**config.mk**
```make
export PLATFORM = sky130hd
export DESIGN_NAME = bp_cfg_loader
export DESIGN_NICKNAME = d
export VERILOG_FILES = /design/src/rtl/bp_cfg_loader.sv
export SDC_FILE = /design/constraint.sdc
export NUM_CORES = 1
export LEC_CHECK = 0
export ABC_AREA = 1
export CAP_MARGIN = 0
export CORE_MARGIN = 2
export CORE_UTILIZATION = 57
export DETAILED_ROUTE_END_ITERATION = 6
export DONT_BUFFER_PORTS = 1
export PLACE_DENSITY = 0.84
export SETUP_SLACK_MARGIN = 0.05
export SYNTH_ARGS = -nofsm -noshare
export SYNTH_HDL_FRONTEND = slang
export SYNTH_SLANG_ARGS = --single-unit
```
**constraint.sdc**
```tcl
create_clock -name clk_i -period 4.27 [get_ports clk_i]
set_input_delay 0.6405 -clock clk_i [delete_from_list [all_inputs] [get_ports clk_i]]
set_output_delay 0.6405 -clock clk_i [all_outputs]
set_load 0.1 [all_outputs]
```
**src/rtl/bp_cfg_loader.sv**
```systemverilog
// Boot-time configuration sequencer: freezes each core, sets its id, loads CCE
// microcode, sets CCE mode, then unfreezes every core over a credit-based cfg link.
module bp_cfg_loader #(
    parameter int num_core_p              = 1,
    parameter int cfg_core_width_p        = 8,
    parameter int cfg_addr_width_p        = 16,
    parameter int cfg_data_width_p        = 32,
    parameter int num_cce_instr_ram_els_p = 256,
    parameter int cce_instr_width_p       = 64,
    parameter int max_credits_p           = 4,
    localparam int uaw_lp = (num_cce_instr_ram_els_p > 1) ? $clog2(num_cce_instr_ram_els_p) : 1,
    localparam int crw_lp = $clog2(max_credits_p + 1)
) (
    input  logic                         clk_i,
    input  logic                         reset_n_i,
    input  logic                         start_i,
    output logic [uaw_lp-1:0]            ucode_addr_o,
    input  logic [cce_instr_width_p-1:0] ucode_data_i,
    output logic                         cfg_v_o,
    output logic [cfg_core_width_p-1:0]  cfg_core_o,
    output logic [cfg_addr_width_p-1:0]  cfg_addr_o,
    output logic [cfg_data_width_p-1:0]  cfg_data_o,
    input  logic                         credit_i,
    output logic                         busy_o,
    output logic                         done_o
);

    localparam logic [cfg_core_width_p-1:0] last_core_lp   = cfg_core_width_p'(num_core_p - 1);
    localparam logic [uaw_lp-1:0]           last_uc_lp     = uaw_lp'(num_cce_instr_ram_els_p - 1);
    localparam logic [crw_lp-1:0]           credits_max_lp = crw_lp'(max_credits_p);

    localparam logic [cfg_addr_width_p-1:0] addr_freeze_lp = cfg_addr_width_p'(16'h0001);
    localparam logic [cfg_addr_width_p-1:0] addr_core_id_lp = cfg_addr_width_p'(16'h0002);
    localparam logic [cfg_addr_width_p-1:0] addr_mode_lp   = cfg_addr_width_p'(16'h0003);

    typedef enum logic [3:0] {
        S_IDLE,
        S_FREEZE,
        S_CORE_ID,
        S_UCODE_RD,
        S_UCODE_LO,
        S_UCODE_HI,
        S_MODE,
        S_UNFREEZE,
        S_DRAIN,
        S_DONE
    } state_e;

    state_e                           state;
    logic [cfg_core_width_p-1:0]      core_idx;
    logic [uaw_lp-1:0]                uc_idx;
    logic [crw_lp-1:0]                credits;
    logic                             word_pending;
    logic [cce_instr_width_p-1:0]     word_r;

    logic                             is_write;
    logic                             send;
    logic [cfg_addr_width_p-1:0]      wr_addr;
    logic [cfg_data_width_p-1:0]      wr_data;
    logic [cfg_data_width_p-1:0]      lo_half;

    function automatic logic [cfg_addr_width_p-1:0] ucode_cfg_addr(
        input logic [uaw_lp-1:0] idx,
        input logic              hi
    );
        return cfg_addr_width_p'(32'h8000) + cfg_addr_width_p'({idx, hi});
    endfunction

    function automatic logic [crw_lp-1:0] next_credits(
        input logic [crw_lp-1:0] cur,
        input logic              snd,
        input logic              ret
    );
        logic [crw_lp-1:0] nxt;
        nxt = cur;
        if (snd && !ret)
            nxt = cur - 1'b1;
        else if (ret && !snd && (cur != credits_max_lp))
            nxt = cur + 1'b1;
        return nxt;
    endfunction

    assign is_write = state inside {S_FREEZE, S_CORE_ID, S_UCODE_LO, S_UCODE_HI, S_MODE, S_UNFREEZE};
    assign send     = is_write && (credits != '0);

    // The ROM word arrives during the first UCODE_LO cycle; later (stalled) cycles use the latched copy.
    assign lo_half = word_pending ? ucode_data_i[cfg_data_width_p-1:0] : word_r[cfg_data_width_p-1:0];

    always_comb begin
        wr_addr = '0;
        wr_data = '0;
        case (state)
            S_FREEZE: begin
                wr_addr = addr_freeze_lp;
                wr_data = cfg_data_width_p'(1);
            end
            S_CORE_ID: begin
                wr_addr = addr_core_id_lp;
                wr_data = cfg_data_width_p'(core_idx);
            end
            S_UCODE_LO: begin
                wr_addr = ucode_cfg_addr(uc_idx, 1'b0);
                wr_data = lo_half;
            end
            S_UCODE_HI: begin
                wr_addr = ucode_cfg_addr(uc_idx, 1'b1);
                wr_data = word_r[2*cfg_data_width_p-1:cfg_data_width_p];
            end
            S_MODE: begin
                wr_addr = addr_mode_lp;
                wr_data = cfg_data_width_p'(1);
            end
            S_UNFREEZE: begin
                wr_addr = addr_freeze_lp;
                wr_data = '0;
            end
            default: ;
        endcase
    end

    always_ff @(posedge clk_i) begin
        if ((state == S_UCODE_LO) && word_pending)
            word_r <= ucode_data_i;
    end

    always_ff @(posedge clk_i or negedge reset_n_i) begin
        if (!reset_n_i)
            credits <= credits_max_lp;
        else
            credits <= next_credits(credits, send, credit_i);
    end

    credit_overflow_a: assert property (@(posedge clk_i) disable iff (!reset_n_i)
        !(credit_i && !send && (credits == credits_max_lp)));

    always_ff @(posedge clk_i or negedge reset_n_i) begin
        if (!reset_n_i) begin
            state        <= S_IDLE;
            core_idx     <= '0;
            uc_idx       <= '0;
            word_pending <= 1'b0;
            ucode_addr_o <= '0;
            cfg_v_o      <= 1'b0;
            cfg_core_o   <= '0;
            cfg_addr_o   <= '0;
            cfg_data_o   <= '0;
            busy_o       <= 1'b0;
            done_o       <= 1'b0;
        end else begin
            cfg_v_o <= send;
            if (send) begin
                cfg_core_o <= core_idx;
                cfg_addr_o <= wr_addr;
                cfg_data_o <= wr_data;
            end
            if ((state == S_UCODE_LO) && word_pending)
                word_pending <= 1'b0;

            case (state)
                S_IDLE, S_DONE: begin
                    if (start_i) begin
                        state    <= S_FREEZE;
                        core_idx <= '0;
                        uc_idx   <= '0;
                        busy_o   <= 1'b1;
                        done_o   <= 1'b0;
                    end
                end
                S_FREEZE: begin
                    if (send)
                        state <= S_CORE_ID;
                end
                S_CORE_ID: begin
                    if (send) begin
                        state        <= S_UCODE_RD;
                        ucode_addr_o <= uc_idx;
                    end
                end
                S_UCODE_RD: begin
                    state        <= S_UCODE_LO;
                    word_pending <= 1'b1;
                end
                S_UCODE_LO: begin
                    if (send)
                        state <= S_UCODE_HI;
                end
                S_UCODE_HI: begin
                    if (send) begin
                        if (uc_idx == last_uc_lp) begin
                            uc_idx <= '0;
                            state  <= S_MODE;
                        end else begin
                            uc_idx       <= uc_idx + 1'b1;
                            ucode_addr_o <= uc_idx + 1'b1;
                            state        <= S_UCODE_RD;
                        end
                    end
                end
                S_MODE: begin
                    if (send) begin
                        if (core_idx == last_core_lp) begin
                            core_idx <= '0;
                            state    <= S_UNFREEZE;
                        end else begin
                            core_idx <= core_idx + 1'b1;
                            state    <= S_FREEZE;
                        end
                    end
                end
                S_UNFREEZE: begin
                    if (send) begin
                        if (core_idx == last_core_lp) begin
                            core_idx <= '0;
                            state    <= S_DRAIN;
                        end else begin
                            core_idx <= core_idx + 1'b1;
                        end
                    end
                end
                S_DRAIN: begin
                    // Completion is only reported once every issued write has been retired.
                    if (credits == credits_max_lp) begin
                        state  <= S_DONE;
                        busy_o <= 1'b0;
                        done_o <= 1'b1;
                    end
                end
                default: state <= S_IDLE;
            endcase
        end
    end

endmodule

```
==> metrics.md <==
| Metric | Value |
|---|---|
| Status | `finished clean` |
| Commonest non-fill, non-tap cells in the layout | `nand2_1, dfrtp_1, o21ai_0` |
| Setup Skew | `0.0104 ns` |
| Vias | `5060` |
| Clock-pin slew on the worst setup and hold paths | `0.06 ns` |
| Leak | `3.44 nW` |
| Crit path DAT | `2.55 ns` |
| Fin crit period | `2.50 ns` |
| Setup_tns | `0 ns` |
| Total CTS buffers | `17` |
| Clock net sink count | `149` |
| Die W | `112 µm` |
| Fraction of layout cells with a size suffix above 1 | `7.57%` |
| Core area | `11500 µm²` |
| Post-synthesis sequential area ratio | `60.5%` |
| CTS tree | `built` |
| Average vias per placed instance | `5.65` |
| YS warnings | `0` |
| Slew margin rel. | `35.6%` |
| F_max | `0.400 GHz` |
| Synth top area cells | `dfrtp_1, edfxtp_1, nand2_1` |
| Fillcell total | `878` |
| Wire per inst | `16.7 µm` |
| Syn Area/Cell | `9.03 µm²` |
| DRT antenna net count | `0` |
| Vias in the first global route | `4864` |
| Drt first pass iters | `6` |
| Root Driver | `clkbuf_16` |
| Commonest non-fill, non-tap cell in the layout | `nand2_1` |
| FF-to-FF Start | `state[3]$_DFFE_PN0P_` |
| Area grow syn2layout | `9.73%` |
| Initial DRC Count | `351` |
| Reg-to-Reg End | `word_r[58]$_DFFE_PP_` |
| Grt ovf | `0` |
| Reg2reg setup slack | `1.77 ns` |
| Synth top area share | `31.4%` |
| Cell taking the most area after synthesis | `dfrtp_1` |
| RSZ-0062 raised after global routing | `false` |
| Dpl hpwl | `9700 µm` |
| H-tree depth | `4` |
| Initial Util | `58.4%` |
| Max-cap viol count | `0` |
| Drt drc | `0` |
| First-pass GRT wire length | `24200 µm` |
| DRT Wirelength | `14900 µm` |
| Post-synth cell types | `35` |
| CP max FO | `64` |
| Total GRT Usage | `24.7%` |
| Clock latency at the later pin of the worst-skew pair | `0.43 ns` |
| Startpoint type of the worst setup path | `register` |
| # setup viols final | `0` |
| Post-synthesis cell count | `742` |
| Die Span Y | `112 µm` |
| Hold crit path type | `primary input to async pin` |
| Nets | `813` |
| Diode count | `0` |
| Critical path endpoint category | `register` |
| Final core occ | `64.1%` |
| CP Class | `register to register` |
| Final period util | `58.6%` |
| # IOs | `135` |
| Worst VDD drop | `0.000445 V` |
| Cell Rows | `39` |
| Final slew viol count | `0` |
| GPL Wtd Cong | `0.910` |
| Largest net degree at the start of global routing | `85` |
| Crit path required time | `4.32 ns` |
| Cell area after synthesis | `6700 µm²` |
| Final hold violations | `0` |
| Slew at the pin with the worst max-slew slack | `0.966 ns` |
| Die area | `12600 µm²` |
| Worst-case reg-to-reg path depth | `6` |
| PD cells | `853 nW/µm²` |
| Clock buffer depth | `2` |
| IO Port Bufs | `0` |
| Post-synthesis register bit count | `149` |
| Initial antenna violation count | `1` |
## worst max-delay path by stage
stage	from	endpoint	slack [ns]	depth (start not counted)
3_5_place_dp	state[3]$_DFFE_PN0P_	word_r[51]$_DFFE_PP_	1.86	6
3_3_place_gp	state[3]$_DFFE_PN0P_	word_r[51]$_DFFE_PP_	1.98	6
4_1_cts	state[3]$_DFFE_PN0P_	word_r[58]$_DFFE_PP_	1.83	6
5_1_grt	state[2]$_DFFE_PN0P_	ucode_addr_o[1]$_DFFE_PN0P_	1.62	9
6_report	state[3]$_DFFE_PN0P_	word_r[58]$_DFFE_PP_	1.77	6
2_1_floorplan	state[3]$_DFFE_PN0P_	word_r[0]$_DFFE_PP_	0.08	6
## cells by family after synthesis
| kind of cell | share of synthesized area [%] |
|---|---|
| simple gates | 23.6 |
| flops | 60.5 |
| compound gates | 8.48 |
| buf+inv | 6.24 |
| fa+ha+maj | 1.05 |
| xor+xnor | 0.131 |
| other cells | 0.0560 |
## metrics by stage
step                setup slack (ns)  total power, W  std cells  area (µm²)  hold slack (ns)
floorplan                     0.0777         0.00452        747        6720            0.345
global placement                1.98         0.00473        863        6750            0.348
detailed placement              1.86         0.00482        863        6750            0.347
CTS                             1.83         0.00628        896        7350           0.0446
global route                    1.62         0.00657        896        7350           0.0396
finish                          1.77         0.00627        896        7350           0.0533
## Yosys cell counts
library cell,number
nand2_1,273
dfrtp_1,84
o21ai_0,65
edfxtp_1,64
inv_1,57
nor2_1,48
nand3_1,30
a21oi_1,28
buf_2,10
buf_4,9
clkbuf_1,9
nor3_1,8
inv_2,7
o21ai_1,7
nand2_2,6
o211ai_1,6
ha_1,4
nand3b_1,3
buf_6,2
nand3_2,2
nand4_1,2
nor2_2,2
nor2_4,2
o31ai_1,2
or2_2,2
and3_1,1
clkinv_1,1
conb_1,1
dfstp_2,1
fa_1,1
nand2_4,1
nand3b_2,1
nor3_4,1
o21bai_1,1
xor2_1,1
## where the power goes
| part | internal (W) | leakage, nW | switching [W] | total (W) |
|---|---|---|---|---|
| Combinational | 0.000361 | 1.43 | 0.00109 | 0.00145 |
| Clock | 0.000884 | 0.275 | 0.000559 | 0.00144 |
| Sequential | 0.00179 | 1.73 | 0.00159 | 0.00338 |
## worst max-delay path, cell delays in order (launching register included)
cell and delay, ns:
dfrtp_1 0.44, inv_2 0.09, nand2_1 0.10, nor2_1 0.22, nand2_2 0.43, nor2_4 0.18
buf_4 0.62
## routing by layer
| metal | up-vias | GRT usage, % | share of wire (%) |
|---|---|---|---|
| li1 | 2394 | - | - |
| met1 | 2372 | 30.2 | 39 |
| met2 | 257 | 38.5 | 48 |
| met3 | 37 | 10.2 | 10 |
| met4 | 0 | 11.6 | 3.0 |
| met5 | - | 0 | 0 |
## timing repair
| action | 4_1_cts | 5_1_grt |
|---|---|---|
| buffers inserted | 0 | 0 |
| endpoints found under the hold margin | 84 | 0 |
| hold buffers | 1 | 0 |
| resized for setup | 0 | 0 |
## registers in the layout (all words and copies together), names as in the netlist, 4 cells and up
register      cells
cfg_addr_o       10
cfg_core_o        8
state             4
ucode_addr_o      8
cfg_data_o       32
core_idx          8
uc_idx            8
word_r           64
## layout make-up
cell class	instances	area, µm²	area share [%]
Clock buffer	22	464	6.31
Clock inverter	10	106	1.45
Inverter	65	244	3.32
Multi-Input combinational cell	503	2260	30.7
Sequential cell	149	4050	55.1
Tap cell	143	179	2.43
Timing Repair Buffer	4	50.0	0.681
Power figures use the tool's default switching activity.
